`config.mk`:
```
export PLATFORM = sky130hd
export DESIGN_NAME = fp_divider_flat
export DESIGN_NICKNAME = d
export VERILOG_FILES = /design/src/rtl/fp_divider_pkg.sv /design/src/rtl/fp_divider_if.sv /design/src/rtl/fp_divider_classify.sv /design/src/rtl/fp_divider.sv /design/src/flat_wrapper.sv
export SDC_FILE = /design/constraint.sdc
export NUM_CORES = 1
export LEC_CHECK = 0
export CORE_MARGIN = 1
export CORE_UTILIZATION = 52
export CTS_CLUSTER_SIZE = 30
export DETAILED_ROUTE_END_ITERATION = 10
export PLACE_DENSITY = 0.78
export SLEW_MARGIN = 20
export SYNTH_ARGS = -nofsm -noshare
export SYNTH_HDL_FRONTEND = slang
export SYNTH_SLANG_ARGS = --single-unit
```
`constraint.sdc`:
```
create_clock -name clk -period 4.2 [get_ports clk]
set_input_delay 1.05 -clock clk [delete_from_list [all_inputs] [get_ports clk]]
set_output_delay 1.05 -clock clk [all_outputs]
set_load 0.1 [all_outputs]
```
`src/rtl/fp_divider_pkg.sv`:
```
// Shared types and constant builders for the sequential IEEE-754 divider.
package fp_div_pkg;

  typedef enum logic [1:0] {ST_IDLE, ST_DIVIDE, ST_ROUND} state_e;

  typedef enum logic [2:0] {CLS_ZERO, CLS_NORM, CLS_INF, CLS_QNAN, CLS_SNAN} cls_e;

  // Bit positions inside flags = {invalid, div_by_zero, overflow, underflow, inexact}
  localparam int FLG_NV = 4;
  localparam int FLG_DZ = 3;
  localparam int FLG_OF = 2;
  localparam int FLG_UF = 1;
  localparam int FLG_NX = 0;

  function automatic int f_bias(input int exp_w);
    return (1 << (exp_w - 1)) - 1;
  endfunction

  // Constants come back 64 bits wide; callers size-cast to their format width.
  function automatic logic [63:0] f_qnan(input int exp_w, input int man_w);
    return (((64'd1 << exp_w) - 64'd1) << man_w) | (64'd1 << (man_w - 1));
  endfunction

  function automatic logic [63:0] f_inf(input logic s, input int exp_w, input int man_w);
    return ({63'd0, s} << (exp_w + man_w)) | (((64'd1 << exp_w) - 64'd1) << man_w);
  endfunction

endpackage

```
`src/rtl/fp_divider_if.sv`:
```
// Start/busy/valid handshake and operand/result bus of the divider.
interface fp_divider_if #(
  parameter int EXP_W = 8,
  parameter int MAN_W = 23
);
  localparam int W = 1 + EXP_W + MAN_W;

  logic         start;
  logic [W-1:0] dividend;
  logic [W-1:0] divisor;
  logic         busy;
  logic         valid;
  logic [W-1:0] result;
  logic [4:0]   flags;

  modport master (output start, dividend, divisor, input busy, valid, result, flags);
  modport slave  (input start, dividend, divisor, output busy, valid, result, flags);
endinterface

```
`src/rtl/fp_divider_classify.sv`:
```
// Combinational operand classifier; subnormals are reported as zero (flush).
module fp_classify
  import fp_div_pkg::*;
#(
  parameter int EXP_W = 8,
  parameter int MAN_W = 23
) (
  input  logic [EXP_W+MAN_W-1:0] i_mag,
  output cls_e                   o_cls
);
  logic [EXP_W-1:0] w_exp;
  logic [MAN_W-1:0] w_frac;

  assign w_exp  = i_mag[EXP_W+MAN_W-1:MAN_W];
  assign w_frac = i_mag[MAN_W-1:0];

  always_comb begin
    o_cls = CLS_NORM;
    if (w_exp == '0)           o_cls = CLS_ZERO;
    else if (&w_exp) begin
      if (w_frac == '0)        o_cls = CLS_INF;
      else if (w_frac[MAN_W-1]) o_cls = CLS_QNAN;
      else                     o_cls = CLS_SNAN;
    end
  end
endmodule

```
`src/rtl/fp_divider.sv`:
```
// Radix-2 restoring IEEE-754 divider: one quotient bit per cycle, then a single RNE round cycle.
module fp_divider
  import fp_div_pkg::*;
#(
  parameter int EXP_W = 8,
  parameter int MAN_W = 23
) (
  input  logic        clk,
  input  logic        rst,
  fp_divider_if.slave bus
);
  localparam int W  = 1 + EXP_W + MAN_W;
  localparam int QW = MAN_W + 3;
  localparam int RW = MAN_W + 2;
  localparam int EW = EXP_W + 2;
  localparam int CW = $clog2(MAN_W + 4);

  localparam logic [W-1:0]          QNAN   = W'(f_qnan(EXP_W, MAN_W));
  localparam logic signed [EW-1:0]  BIAS   = EW'(f_bias(EXP_W));
  localparam logic signed [EW-1:0]  EMAX   = EW'((1 << EXP_W) - 1);
  localparam logic signed [EW-1:0]  ZERO_E = '0;
  localparam logic signed [EW-1:0]  ONE_E  = EW'(1);
  localparam logic [CW-1:0]         LAST   = CW'(MAN_W + 2);

  state_e                r_state, w_next;
  logic [CW-1:0]         r_cnt;
  logic [RW-1:0]         r_rem;
  logic [MAN_W:0]        r_dsr;
  logic [QW-1:0]         r_quo;
  logic signed [EW-1:0]  r_exp;
  logic                  r_sign, r_spec, r_valid;
  logic [W-1:0]          r_sres, r_result;
  logic [4:0]            r_sflg, r_flags;

  cls_e                  w_cls_a, w_cls_b;
  logic                  w_sign, w_is_spec;
  logic [W-1:0]          w_sres, w_res;
  logic [4:0]            w_sflg, w_flg;

  fp_classify #(.EXP_W(EXP_W), .MAN_W(MAN_W)) u_cls_a (.i_mag(bus.dividend[W-2:0]), .o_cls(w_cls_a));
  fp_classify #(.EXP_W(EXP_W), .MAN_W(MAN_W)) u_cls_b (.i_mag(bus.divisor[W-2:0]),  .o_cls(w_cls_b));

  assign w_sign = bus.dividend[W-1] ^ bus.divisor[W-1];

  // Fast-path result for any zero/inf/NaN operand, resolved at accept time.
  always_comb begin
    logic w_nan, w_snan, w_zz, w_ii;
    w_nan     = (w_cls_a inside {CLS_QNAN, CLS_SNAN}) || (w_cls_b inside {CLS_QNAN, CLS_SNAN});
    w_snan    = (w_cls_a == CLS_SNAN) || (w_cls_b == CLS_SNAN);
    w_zz      = (w_cls_a == CLS_ZERO) && (w_cls_b == CLS_ZERO);
    w_ii      = (w_cls_a == CLS_INF)  && (w_cls_b == CLS_INF);
    w_is_spec = (w_cls_a != CLS_NORM) || (w_cls_b != CLS_NORM);
    w_sres    = '0;
    w_sflg    = '0;
    if (w_nan || w_zz || w_ii) begin
      w_sres         = QNAN;
      w_sflg[FLG_NV] = w_snan | w_zz | w_ii;
    end else if (w_cls_a == CLS_NORM && w_cls_b == CLS_ZERO) begin
      w_sres         = W'(f_inf(w_sign, EXP_W, MAN_W));
      w_sflg[FLG_DZ] = 1'b1;
    end else if (w_cls_a == CLS_ZERO || w_cls_b == CLS_INF) begin
      w_sres = {w_sign, {(W-1){1'b0}}};
    end else if (w_cls_a == CLS_INF) begin
      w_sres = W'(f_inf(w_sign, EXP_W, MAN_W));
    end
  end

  // One restoring step
  logic [RW-1:0] w_dsr_ext, w_diff, w_rem_nx;
  logic          w_ge;
  assign w_dsr_ext = {1'b0, r_dsr};
  assign w_ge      = (r_rem >= w_dsr_ext);
  assign w_diff    = w_ge ? (r_rem - w_dsr_ext) : r_rem;
  assign w_rem_nx  = w_diff << 1;

  // Normalise to a leading 1 dropped off the top; w_qf holds fraction, G, R.
  logic [QW-2:0]        w_qf;
  logic signed [EW-1:0] w_e0, w_e1;
  logic [MAN_W:0]       w_mant;
  logic                 w_g, w_r, w_s, w_inc;
  assign w_qf   = r_quo[QW-1] ? r_quo[QW-2:0] : {r_quo[QW-3:0], 1'b0};
  assign w_e0   = r_quo[QW-1] ? r_exp : (r_exp - ONE_E);
  assign w_g    = w_qf[1];
  assign w_r    = w_qf[0];
  assign w_s    = (r_rem != '0);
  assign w_inc  = w_g & (w_r | w_s | w_qf[2]);
  assign w_mant = {1'b0, w_qf[QW-2:2]} + (MAN_W+1)'(w_inc);
  assign w_e1   = w_e0 + (w_mant[MAN_W] ? ONE_E : ZERO_E);

  always_comb begin
    w_res = '0;
    w_flg = '0;
    if (w_e1 >= EMAX) begin
      w_res         = W'(f_inf(r_sign, EXP_W, MAN_W));
      w_flg[FLG_OF] = 1'b1;
      w_flg[FLG_NX] = 1'b1;
    end else if (w_e1 <= ZERO_E) begin
      w_res         = {r_sign, {(W-1){1'b0}}};
      w_flg[FLG_UF] = 1'b1;
      w_flg[FLG_NX] = 1'b1;
    end else begin
      w_res         = {r_sign, w_e1[EXP_W-1:0], w_mant[MAN_W-1:0]};
      w_flg[FLG_NX] = w_g | w_r | w_s;
    end
  end

  always_ff @(posedge clk or negedge rst) begin
    if (!rst) r_state <= ST_IDLE;
    else      r_state <= w_next;
  end

  always_comb begin
    w_next = r_state;
    case (r_state)
      ST_IDLE:   if (bus.start) w_next = w_is_spec ? ST_ROUND : ST_DIVIDE;
      ST_DIVIDE: if (r_cnt == LAST) w_next = ST_ROUND;
      ST_ROUND:  w_next = ST_IDLE;
      default:   w_next = ST_IDLE;
    endcase
  end

  always_ff @(posedge clk or negedge rst) begin
    if (!rst) begin
      r_cnt    <= '0;
      r_rem    <= '0;
      r_dsr    <= '0;
      r_quo    <= '0;
      r_exp    <= '0;
      r_sign   <= 1'b0;
      r_spec   <= 1'b0;
      r_sres   <= '0;
      r_sflg   <= '0;
      r_valid  <= 1'b0;
      r_result <= '0;
      r_flags  <= '0;
    end else begin
      r_valid <= 1'b0;
      case (r_state)
        ST_IDLE: if (bus.start) begin
          r_sign <= w_sign;
          r_spec <= w_is_spec;
          r_sres <= w_sres;
          r_sflg <= w_sflg;
          r_rem  <= {1'b0, 1'b1, bus.dividend[MAN_W-1:0]};
          r_dsr  <= {1'b1, bus.divisor[MAN_W-1:0]};
          r_quo  <= '0;
          r_cnt  <= '0;
          r_exp  <= $signed({2'b00, bus.dividend[W-2:MAN_W]})
                  - $signed({2'b00, bus.divisor[W-2:MAN_W]}) + BIAS;
        end
        ST_DIVIDE: begin
          r_rem <= w_rem_nx;
          r_quo <= {r_quo[QW-2:0], w_ge};
          r_cnt <= (r_cnt == LAST) ? '0 : r_cnt + CW'(1);
        end
        ST_ROUND: begin
          r_valid  <= 1'b1;
          r_result <= r_spec ? r_sres : w_res;
          r_flags  <= r_spec ? r_sflg : w_flg;
        end
        default: ;
      endcase
    end
  end

  assign bus.busy   = (r_state != ST_IDLE);
  assign bus.valid  = r_valid;
  assign bus.result = r_result;
  assign bus.flags  = r_flags;

endmodule

```
`src/flat_wrapper.sv`:
```
// flat-port wrapper written by rule: the top's interface ports become plain ports
module fp_divider_flat import fp_div_pkg::*;
#(
  parameter int EXP_W = 8,
  parameter int MAN_W = 23
)
  (clk, rst, bus_start, bus_dividend, bus_divisor, bus_busy, bus_valid, bus_result, bus_flags);
  fp_divider_if #(.EXP_W(EXP_W), .MAN_W(MAN_W)) bus_i ();
  input  logic clk;
  input  logic rst;
  input wire logic [$bits(bus_i.start)-1:0] bus_start;
  input wire logic [$bits(bus_i.dividend)-1:0] bus_dividend;
  input wire logic [$bits(bus_i.divisor)-1:0] bus_divisor;
  output wire logic [$bits(bus_i.busy)-1:0] bus_busy;
  output wire logic [$bits(bus_i.valid)-1:0] bus_valid;
  output wire logic [$bits(bus_i.result)-1:0] bus_result;
  output wire logic [$bits(bus_i.flags)-1:0] bus_flags;
  assign bus_i.start = bus_start;
  assign bus_i.dividend = bus_dividend;
  assign bus_i.divisor = bus_divisor;
  assign bus_busy = bus_i.busy;
  assign bus_valid = bus_i.valid;
  assign bus_result = bus_i.result;
  assign bus_flags = bus_i.flags;
  fp_divider #(.EXP_W(EXP_W), .MAN_W(MAN_W)) u_core (.clk(clk), .rst(rst), .bus(bus_i));
endmodule
```
# Yosys cells after proc, flatten, opt, wreduce, memory -nomap -nowiden
# Cells that the tools add are included.
totals:
  ff_bits: 166
  input_bits: 67
  elab_cells: 111
op_classes:
  addsub: 7
  n_lt_le_gt_ge: 3
  eq_ne: 14
  n_mux: 40
  n_bitwise: 8
  reduce_logical: 26
ops:
  columns: ["op", "n"]
  rows:
  - ["32-bit two-way mux", 5]
  - ["31-bit two-way mux", 2]
  - ["26-bit one-hot mux with 2 select lines", 1]
  - ["25-bit two-way mux", 2]
  - ["25-bit one-hot mux with 2 select lines", 1]
  - ["23-bit zero test", 2]
  - ["26-bit two-way mux", 1]
  - ["25-bit by 24-bit >= comparator with 1-bit output", 1]
  - ["25-bit nonzero test", 1]
  - ["23-bit by 1-bit adder with 24-bit output", 1]
  - ["24-bit two-way mux", 1]
  - ["3-bit two-way mux", 8]
  - ["24-bit subtractor", 1]
  - ["8-bit zero test", 2]
  - ["8-bit AND reduction", 2]
  - ["5-bit two-way mux", 3]
  - ["3-bit by 2-bit == test with 1-bit output (second input constant)", 4]
  - ["10-bit adder", 1]
  - ["10-bit by 8-bit adder with 10-bit output (second input constant)", 1]
  - ["10-bit by 9-bit >= comparator with 1-bit output (second input constant)", 1]
  - ["10-bit by 1-bit <= comparator with 1-bit output (second input constant)", 1]
  - ["1-bit two-way mux", 10]
  - ["10-bit two-way mux", 1]
  - ["5-bit one-hot mux with 2 select lines", 1]
  - ["other kinds (22)", 44]

# Depth between registers and ports, before layout
# Gate-level depths: netlist of the first run.
logic_depth:
  ltp_word: 11
  ltp_mapped: 18

# By module
# From an unflattened synthesis of the first run, not the netlist that was laid out.
hier_totals:
  cells_unflattened: 1057
  hier_area_um2: 9257.6
by_module_without_submodules:
  columns: ["module", "n_inst", "cells_per_inst", "area_each_um2", "seq_area_each_um2"]
  rows:
  - ["fp_divider", 1, 1021, 8912.3, 3428.3]
  - ["fp_classify", 2, 18, 172.7, 0.0]

# Worst setup path before layout of the first run
# Ideal clock, no wire load.
synth_timing:
  path_kind: "reg-to-reg"
  startpoint: "reg u_core.r_quo[25]"
  endpoint: "reg u_core.r_result[22] (netlist: u_core.bus.result[22])"
  setup_ns: 0.126
  arrival_time_ns: 4.260
  slack_ns: -0.186
  path_stages_with_launch: 15
  path_buffers: 5
  period_less_slack_ns: 4.386
  path_cell_list: "dfrtp_1 buf_2 buf_1 clkbuf_1 clkbuf_1 clkbuf_1 xnor2_1 ha_1 o31ai_2 a2111oi_4 xnor2_1 xnor2_1 nor4_1 nor3b_4 a221o_1"
synth_between:
  elab_chain_len: 11
synth_rtl:
  columns: ["element", "line_no", "source"]
  rows:
  - ["start: declaration", "fp_divider.sv:29", "logic [QW-1:0] r_quo;"]
  - ["start signal: assignment", "fp_divider.sv:153", "r_quo <= {r_quo[QW-2:0], w_ge};"]
  - ["25-bit two-way mux", "fp_divider.sv:81", "assign w_qf = r_quo[QW-1] ? r_quo[QW-2:0] : {r_quo[QW-3:0], 1'b0};"]
  - ["1-bit bitwise OR (2 in a row)", "fp_divider.sv:86", "assign w_inc = w_g & (w_r | w_s | w_qf[2]);"]
  - ["1-bit AND", "fp_divider.sv:86", null]
  - ["23-bit by 1-bit adder with 24-bit output", "fp_divider.sv:87", "assign w_mant = {1'b0, w_qf[QW-2:2]} + (MAN_W+1)'(w_inc);"]
  - ["1-bit two-way mux", "fp_divider.sv:88", "assign w_e1 = w_e0 + (w_mant[MAN_W] ? ONE_E : ZERO_E);"]
  - ["10-bit adder", "fp_divider.sv:88", null]
  - ["10-bit by 1-bit <= comparator with 1-bit output", "fp_divider.sv:97", "end else if (w_e1 <= ZERO_E) begin"]
  - ["31-bit two-way mux", "fp_divider.sv:97", null]
  - ["31-bit two-way mux *", "fp_divider.sv:93", "if (w_e1 >= EMAX) begin"]
  - ["32-bit two-way mux *", "fp_divider.sv:158", "r_result <= r_spec ? r_sres : w_res;"]
  - ["end signal: assignment", "fp_divider.sv:158", null]
  - ["end: declaration", "fp_divider.sv:32", "logic [W-1:0] r_sres, r_result;"]
# Mark *: on every way between the ends. The rest lies on a longest branch, timed or not.
# A chain may end at the register's enable or synchronous reset.

# Worst setup path after layout of the first run
layout_timing:
  startpoint: "reg u_core.r_quo[25]"
  endpoint: "reg u_core.r_result[3] (netlist: u_core.bus.result[3])"
# The elaborated chain is that of the path after synthesis.

==> flow_metrics.tcl, run 1 <==
set metrics [dict create \
    grt_max_degree 83 \
    die_area_um2 18400 \
    fmax_mhz 256 \
    synth.distinct_cells 68 \
    post_cts_buffers 0 \
    ys_warn_count 0 \
    p_sw_uw 4840 \
    die_w_um 136 \
    async_flop_share 1.00 \
    vias 8407 \
    max_cap_viol_count 0 \
    final_area_um2 11200 \
    final_util 0.647 \
    seq_power_share 0.244 \
    tightest_slew_ps 977 \
    postSynthCellCount 1117 \
    syn-num-nets 1225 \
    comb_power_share 0.592 \
    clk_pin_slew_ps 60 \
    end_kind "flop" \
    antenna_found_initial 0 \
    grt-ovfl-total 0 \
    hp-class "flop to flop" \
    start_util 0.536 \
    synth-edff-count 0 \
    period_minus_slack_ps 3910 \
    met2_usage 0.469 \
    track_usage 0.278 \
    grt_pass1_vias 8042 \
    synth_ff_type "dfrtp_1" \
    worstSetupStartpoint "u_core.r_quo[25]" \
    clock_latency_ps 430 \
    grt_use_met1 0.349 \
    layout_common_cells "nand2_1, dfrtp_1, clkdlybuf4s50_1, o21ai_0, a21oi_1" \
    drc 0 \
    r2r-end "u_core.bus.result[3]" \
    p_int_uw 4990 \
    critical_path_arrival_ps 4220 \
    ir_drop_mv 0.543 \
    cts_buffers 17 \
    post_cts_resized 0 \
    io_buffers 105 \
    cts_sinks 137 \
    drtIter0Drc 532 \
    period_share 0.931 \
    power.share.clock 0.164 \
    fin_hold_ws_ps 469 \
    final.setup.tns_ps 0 \
    clk_path_buf_depth 2 \
    syn_area_um2 9300 \
    cts_hold_buf 0 \
    path_cells "mux2i_1, nor2_1, nand4_1, or2_2, inv_1, and3_1, ha_1, ha_1, inv_1, nor3_1, o21ai_0, a211oi_2, a41o_1, nor3b_4, buf_4, a22o_1" \
    leakagePower_uw 0.00477 \
    grt-busiest-layer "met2" \
    vias_per_cell 5.86 \
    drt-total-wl_um 24200 \
    tritoncts "built" \
    root_buffer "clkbuf_16" \
    setup_violations 0 \
    crit_end "u_core.bus.result[3]" \
    cpMaxStageDelayCell "dfrtp_2" \
    switching_share 0.492 \
    postPlaceCellArea_um2 10600 \
    rr_worst_depth 16 \
    gp_congestion 0.978 \
    area_growth_pct 20.8 \
    htree_levels 4 \
    slowest_delay_ps 520 \
    ios 106 \
    diodes 0 \
    drtAntennaViolNets 0 \
    dp_slack_ps 232 \
    power_density_nw_per_um2 876 \
    seq_area_frac_synth 0.369 \
    drt_pass1_iterations 6 \
    die_h_um 136 \
    core_um2 17400 \
    wire_per_inst_um 16.8 \
    fin_ws_ps 291 \
    r2r_start "u_core.r_quo[25]" \
    clock-skew-final_ps 8.29 \
    hold_viol_final 0 \
    yosys_register_bits 137 \
    status "completed" \
    crit_required_ps 4520 \
    hpwlAfterDp_um 17500 \
    reg2reg_slack_ps 290 \
    cp-start-kind "flop" \
    layout-drive-gt1-share 0.0661 \
    crit_type "flop to flop" \
    syn_area_per_cell_um2 8.32 \
    slew_violations 0 \
    crit_fanout 22 \
    grt_pass1_wl_um 40000 \
    slew_headroom 0.346 \
    met3_usage 0.0599 \
    rsz0062_at_grt "false" \
    layout_commonest_cell "nand2_1" \
    final_nets 1306 \
    row_count 48 \
]
-- cell type report --
type                       instances  area [µm²]
inverter                          54         203
tap                              225         282
clock inverter                    13         191
sequential                       137        3430
multi-input combinational        861        5440
fill                            1460        6130
clock buffer                      18         439
timing repair buffer             127        1240
-- critical path, delay by kind of cell (launching register included) --
family / cells / cell delay (ps)
buffers and inverters: 3 / 370
adder cells (fa/ha/maj): 2 / 440
AND/OR/NAND/NOR: 6 / 1220
flip-flops: 1 / 520
AO/OA/AOI/OAI: 4 / 1090
multiplexers: 1 / 160
-- per-stage QoR --
stage	power, µW	std cells
after floorplan	6720	1117
after global placement	7980	1404
final	9830	1435
after detailed placement	8100	1404
after global routing	10600	1435
after CTS	9770	1435
-- registers in the layout, summed over array words and instances, names as in the netlist --
signal and cells:
u_core.r_sflg 2, u_core.r_sres 3, u_core.bus.valid 1, u_core.r_rem 25, u_core.r_cnt 5, u_core.bus.result 32
u_core.r_sign 1, u_core.bus.flags 5, u_core.r_quo 26, u_core.r_exp 10, u_core.r_state 2, u_core.r_spec 1
u_core.r_dsr 24
-- metal layers --
metal	up-vias	share of wire	routed length (µm)
li1	4123	-	-
met1	4029	0.44	10700
met2	221	0.49	11800
met3	34	0.044	1060
met4	0	0.026	627
met5	-	0	0
-- logic make-up (layout without fill, tap and decap cells) --
group                      count (synthesis)  in the layout  share of synthesized area
AOI/OAI and AO/OA                        283            283                      0.196
xor gates and xnor gates                  71             71                     0.0669
adders and majority gates                 41             41                     0.0568
buffers and inverters                    119            212                     0.0502
DFF                                      137            137                      0.369
muxes                                     37             37                     0.0400
and+or+nand+nor                          429            429                      0.221
-- Yosys cell counts (all sizes together), types with 7 or more instances --
| cell | instances | area share |
|---|---|---|
| mux2i | 36 | 0.039 |
| nand3 | 34 | 0.018 |
| or2 | 7 | 0.0047 |
| o21ai | 96 | 0.052 |
| inv | 54 | 0.022 |
| dfrtp | 137 | 0.37 |
| nor2 | 56 | 0.023 |
| xnor2 | 33 | 0.031 |
| and3 | 23 | 0.015 |
| a22o | 23 | 0.022 |
| xor2 | 38 | 0.036 |
| nor2b | 11 | 0.0074 |
| nor4 | 25 | 0.019 |
| a211oi | 8 | 0.0065 |
| nand2 | 205 | 0.083 |
| o21a | 9 | 0.0073 |
| a21oi | 58 | 0.031 |
| nor3 | 19 | 0.011 |
| clkbuf | 55 | 0.022 |
| o31ai | 10 | 0.0086 |
| nand4 | 15 | 0.010 |
| buf | 10 | 0.0062 |
| nand2b | 8 | 0.0054 |
| a21o | 11 | 0.0089 |
| o21bai | 7 | 0.0057 |
| a31oi | 8 | 0.0054 |
| ha | 39 | 0.052 |
-- how the worst min path moves through the flow --
stage / end / start / cells after the start
finish: u_core.bus.flags[3] / u_core.bus.flags[3] / 2
global route: u_core.bus.flags[3] / u_core.bus.flags[3] / 2
CTS: u_core.bus.flags[3] / u_core.bus.flags[3] / 2
detailed placement: u_core.r_dsr[23] / u_core.r_dsr[23] / 2
global placement: u_core.r_dsr[23] / u_core.r_dsr[23] / 2
floorplan: u_core.r_dsr[23] / u_core.r_dsr[23] / 2
-- power groups by stage --
stage	Sequential (µW)	Clock (µW)	Combinational (µW)
after floorplan	2820	0	3890
after global placement	2380	0	5600
after detailed placement	2400	0	5700
after CTS	2390	1620	5760
after global routing	2470	1690	6410
final	2400	1610	5820
(Power assumes the default switching activity.)
==> run 2: changes to the inputs <==
ABC_AREA = 1   (was unset)
PLACE_DENSITY = 0.77   (was 0.78)
==> flow_metrics.tcl, run 2 <==
set metrics [dict create \
    status "finished, violations left" \
    violations "design-rule violations" \
    track_usage 0.267 \
    fin_total_pwr_uw 10300 \
    diodes 0 \
    syn_area_um2 9720 \
    fill_cells 1659 \
    synth.distinct_cells 48 \
    vias 9211 \
    root_buffer "clkbuf_16" \
    syn-num-nets 1468 \
    largest_reg_flops 32 \
    vias_per_cell 5.42 \
    clk_pin_slew_ps 60 \
    grt_max_degree 97 \
    drtIter0Drc 603 \
    hp-class "flop to flop" \
    synthAdderAreaFrac 0.0543 \
    final.setup.tns_ps 0 \
    seq_area_frac_synth 0.353 \
    synth-simple-area-share 0.306 \
    clk_path_buf_depth 2 \
    synth.most_common_cell "nand2_1" \
    io_buffers 105 \
    postSynthCellCount 1360 \
    ios 106 \
    row_count 49 \
    final_util 0.640 \
    final_nets 1568 \
    power_density_nw_per_um2 885 \
    grt_pass1_wl_um 41700 \
    seq_area_um2 3430 \
    die_area_um2 19200 \
    grt_pass1_vias 8803 \
    core_um2 18100 \
    drc 10 \
    drt-total-wl_um 24800 \
    drt_pass1_iterations 8 \
    synth-xor-area-share 0.0360 \
    synth-edff-count 0 \
    whs_endpoint "u_core.r_sign" \
    r2r-end "u_core.bus.flags[0]" \
    crit_fanout 17 \
    synth_compound_gate_area_share 0.144 \
    crit_type "flop to flop" \
    end_kind "flop" \
    cts_buffers 17 \
    start_util 0.536 \
    clock-skew-final_ps 9.99 \
    period_share 0.929 \
    yosys_register_bits 137 \
    worstSetupStartpoint "u_core.r_quo[25]" \
    die_h_um 139 \
    rr_worst_depth 27 \
    die_w_um 139 \
    clock_latency_ps 430 \
    reg2reg_slack_ps 300 \
    yosysTopAreaCellShare 0.353 \
    multi_input_area_um2 5310 \
    htree_levels 4 \
    gp_congestion 0.928 \
    cts_sinks 137 \
    layout_common_cells "nand2_1, inv_1, dfrtp_1, clkdlybuf4s50_1, o21ai_0" \
    fmax_mhz 256 \
    syn_area_per_cell_um2 7.15 \
    slew_violations 0 \
    cp-start-kind "flop" \
    crit_required_ps 4490 \
    hpwlAfterDp_um 18500 \
    whs_path_depth 2 \
    dp_slack_ps 175 \
    antenna_found_initial 0 \
    critical_path_arrival_ps 4200 \
    grt-ovfl-total 0 \
    r2r_start "u_core.r_quo[25]" \
    max_cap_viol_count 0 \
    slew_headroom 0.335 \
    setup_violations 0 \
    met2_usage 0.460 \
    area_growth_pct 19.4 \
    layout_commonest_cell "nand2_1" \
    grt_use_met1 0.344 \
    synth_ff_type "dfrtp_1" \
    ys_warn_count 0 \
    rsz0062_at_grt "false" \
    yosys-top-cells-count "nand2_1, inv_1, dfrtp_1" \
    cts_hold_buf 0 \
    muxShareOfSynthArea 0 \
    leakagePower_uw 0.00556 \
    period_minus_slack_ps 3900 \
    hp-start "u_core.r_sign" \
    grt-busiest-layer "met2" \
    tritoncts "built" \
    drtAntennaViolNets 0 \
    hold_viol_final 0 \
    synth_top_cell_by_area "dfrtp_1" \
    tightest_slew_ps 995 \
    met3_usage 0.0390 \
    ir_drop_mv 0.369 \
    synth_top_family_by_area "simple AND/OR/NAND/NOR gates" \
    layout-drive-gt1-share 0.0876 \
    async_flop_share 1.00 \
    fin_ws_ps 299 \
    synth_area_leaders "dfrtp_1, nand2_1, inv_1" \
    wire_per_inst_um 14.6 \
]
-- run 2: changes by cell type in the layout (fill, tap and decap cells not counted), sizes merged, moves of 19 or more --
cell,delta
a22o,-23
and3,-23
o21ai,+26
mux2i,-36
nand2,+155
nand4,+19
o22ai,+22
nor2,+48
xnor2,-20
inv,+157
nand3,+52
-- run 2: report_power, final --
group | switching (µW) | leakage [µW] | total, µW | internal, µW
clock network | 589 | 0.000292 | 1550 | 961
logic | 4430 | 0.00352 | 6480 | 2050
registers | 378 | 0.00175 | 2250 | 1870
-- run 2: logic make-up (layout without fill, tap and decap cells) --
| group | count (synthesis) | after routing |
|---|---|---|
| xor+xnor | 40 | 40 |
| flops | 137 | 137 |
| simple gates | 646 | 646 |
| compound gates | 242 | 243 |
| buf+inv | 254 | 365 |
| fa+ha+maj | 41 | 41 |
-- run 2: area by class of cell --
type / count / area share
sequential: 137 / 0.295
clock inverter: 11 / 0.0126
multi-input combinational: 970 / 0.458
clock buffer: 20 / 0.0393
tap: 229 / 0.0247
timing repair buffer: 120 / 0.101
inverter: 214 / 0.0698
-- run 2: worst max path at each step --
stage                            endpoint  slack, ps  depth (start not counted)
detailed placement   u_core.bus.result[2]        170                         22
CTS                  u_core.bus.result[2]         60                         22
finish                u_core.bus.flags[0]        300                         27
floorplan           u_core.bus.result[15]        880                         28
global placement     u_core.bus.result[5]        340                         22
global route          u_core.bus.flags[0]          3                         27
-- run 2: stage by stage --
| step | instance area (µm²) | instances | hold slack (ps) |
|---|---|---|---|
| 6_report | 11600 | 1701 | 480 |
| 5_1_grt | 11600 | 1701 | 499 |
| 4_1_cts | 11500 | 1698 | 483 |
| 3_5_place_dp | 10900 | 1667 | 466 |
| 3_3_place_gp | 10900 | 1667 | 460 |
| 2_1_floorplan | 9720 | 1360 | 426 |
-- run 2: timing repair --
item	in CTS	in global routing
resized for setup	0	10
buffers inserted	0	2
endpoints found under the setup margin	0	33
-- run 2: worst max-delay path: stages, from the launching register on --
cell	delay (ps)
dfrtp_2	420
clkbuf_4	200
o21ai_2	210
nand2_1	90
nor2_1	100
nand2_1	140
nor2_2	170
nand4_1	120
nor2_1	120
nand2_1	140
nor3_2	140
nand3_1	100
nor3_2	130
ha_1	210
ha_2	220
nand2_2	90
nor2_4	100
nand3_1	90
nor2_1	140
inv_1	50
nand2_1	90
inv_1	80
nand2_1	90
nand2_2	100
nand2_8	140
nor2_4	50
nand2_4	130
nand4_1	100
-- run 2: routing by layer --
metal / share of wire / wire (µm)
met1: 0.45 / 11100
met3: 0.041 / 1020
met4: 0.019 / 477
met2: 0.49 / 12100
met5: 0 / 0
==> run 3: changes to the inputs <==
CORE_MARGIN = 2   (was 1)
==> flow_metrics.tcl, run 3 (same netlist as run 2, synthesis figures left out) <==
set metrics [dict create \
    status "completed" \
    cts_sinks 137 \
    die_h_um 141 \
    hold_viol_final 0 \
    diodes 0 \
    slowest_delay_ps 500 \
    ir_drop_mv 0.483 \
    cp-start-kind "flop" \
    dp_slack_ps 289 \
    drtIter0Drc 585 \
    clk_pin_slew_ps 60 \
    period_share 0.893 \
    placed_cells 1671 \
    ios 106 \
    clk_path_buf_depth 2 \
    io_buffers 105 \
    root_buffer "clkbuf_16" \
    cts_buffers 17 \
    hpwlAfterDp_um 19000 \
    end_kind "flop" \
    drc 0 \
    cpMaxStageDelayCell "dfrtp_2" \
    die_w_um 141 \
    crit_required_ps 4500 \
    wire_per_inst_um 14.7 \
    tightest_slew_ps 1010 \
    grt_max_degree 82 \
    rsz0062_at_grt "false" \
    post_cts_buffers 0 \
    tritoncts "built" \
    largest_reg_flops 32 \
    setup_violations 0 \
    layout-drive-gt1-share 0.0844 \
    leakagePower_uw 0.00556 \
    start_util 0.525 \
    grt_pass1_vias 8796 \
    row_count 50 \
    stdcell_count 1704 \
    hp-class "flop to flop" \
    core_um2 18500 \
    drt_pass1_iterations 5 \
    period_minus_slack_ps 3750 \
    clock_latency_ps 430 \
    vias 9152 \
    slew_violations 0 \
    layout_commonest_cell "nand2_1" \
    fmax_mhz 267 \
    max_cap_viol_count 0 \
    drt-total-wl_um 25000 \
    grt-ovfl-total 0 \
    clock-skew-final_ps 9.22 \
    gp_congestion 0.957 \
    critical_path_arrival_ps 4050 \
    crit_fanout 17 \
    fin_ws_ps 450 \
    die_area_um2 19800 \
    drtAntennaViolNets 0 \
    area_growth_pct 19.3 \
    layout_common_cells "nand2_1, inv_1, dfrtp_1, clkdlybuf4s50_1, o21ai_0" \
    htree_levels 4 \
    final.setup.tns_ps 0 \
    final_nets 1565 \
    crit_type "flop to flop" \
    fill_cells 1664 \
    track_usage 0.260 \
    cp_common_cell "nand2_1" \
    vias_per_cell 5.37 \
    power_density_nw_per_um2 890 \
    antenna_found_initial 0 \
    cts_hold_buf 0 \
    multi_input_area_um2 5280 \
    seq_area_um2 3430 \
    grt_pass1_wl_um 42000 \
    final_util 0.626 \
    slew_headroom 0.326 \
]
run 3: worst paths after layout:
check                            startpoint             endpoint  slack (ps)  cells after the start
min in group asynchronous               rst  u_core.bus.flags[3]         670                      1
max reg2reg                u_core.r_quo[25]  u_core.bus.flags[0]         450                     26
min reg2reg                u_core.r_dsr[23]     u_core.r_dsr[23]         470                      2
min                        u_core.r_dsr[23]     u_core.r_dsr[23]         470                      2
max in group asynchronous               rst     u_core.r_quo[25]        2740                      2
max                        u_core.r_quo[25]  u_core.bus.flags[0]         450                     26
run 3: cell type report:
class | instances | share of cell area
clock buffers | 20 | 0.0394
clock inverters | 12 | 0.0149
inverters | 214 | 0.0699
multi-input cells | 970 | 0.455
flip-flops and latches | 137 | 0.296
well taps | 234 | 0.0252
repair buffers | 117 | 0.0996
run 3: metal layers:
layer,share of wire,vias up,GRT usage
li1,-,4647,-
met1,0.43,4161,0.332
met2,0.49,295,0.451
met3,0.048,49,0.0370
met4,0.028,0,0.0958
met5,0,-,0
run 3: where the power goes:
group          internal (µW)  total, µW  switching, µW
clock network           1020       1610            591
logic                   2020       6450           4420
registers               1870       2260            385
run 3: what timing repair did:
action | CTS | global route
resized for setup | 0 | 3
endpoints found under the hold margin | 0 | 0
setup endpoints to repair | 0 | 33
run 3: metrics by stage:
step | total power, µW | hold slack (ps) | cell area (µm²)
after floorplan | 7190 | 426 | 9720
after global placement | 8490 | 463 | 10900
after detailed placement | 8600 | 465 | 10900
after CTS | 10300 | 481 | 11600
after global routing | 11100 | 504 | 11600
final | 10300 | 473 | 11600
run 3: worst max-delay path: cells and delay by family, from the launching register on:
family                   cells  cell delay, ps
AND/OR/NAND/NOR             21            2310
buffers and inverters        2             140
flip-flops                   1             500
AO/OA/AOI/OAI                1             240
adder cells (fa/ha/maj)      2             400
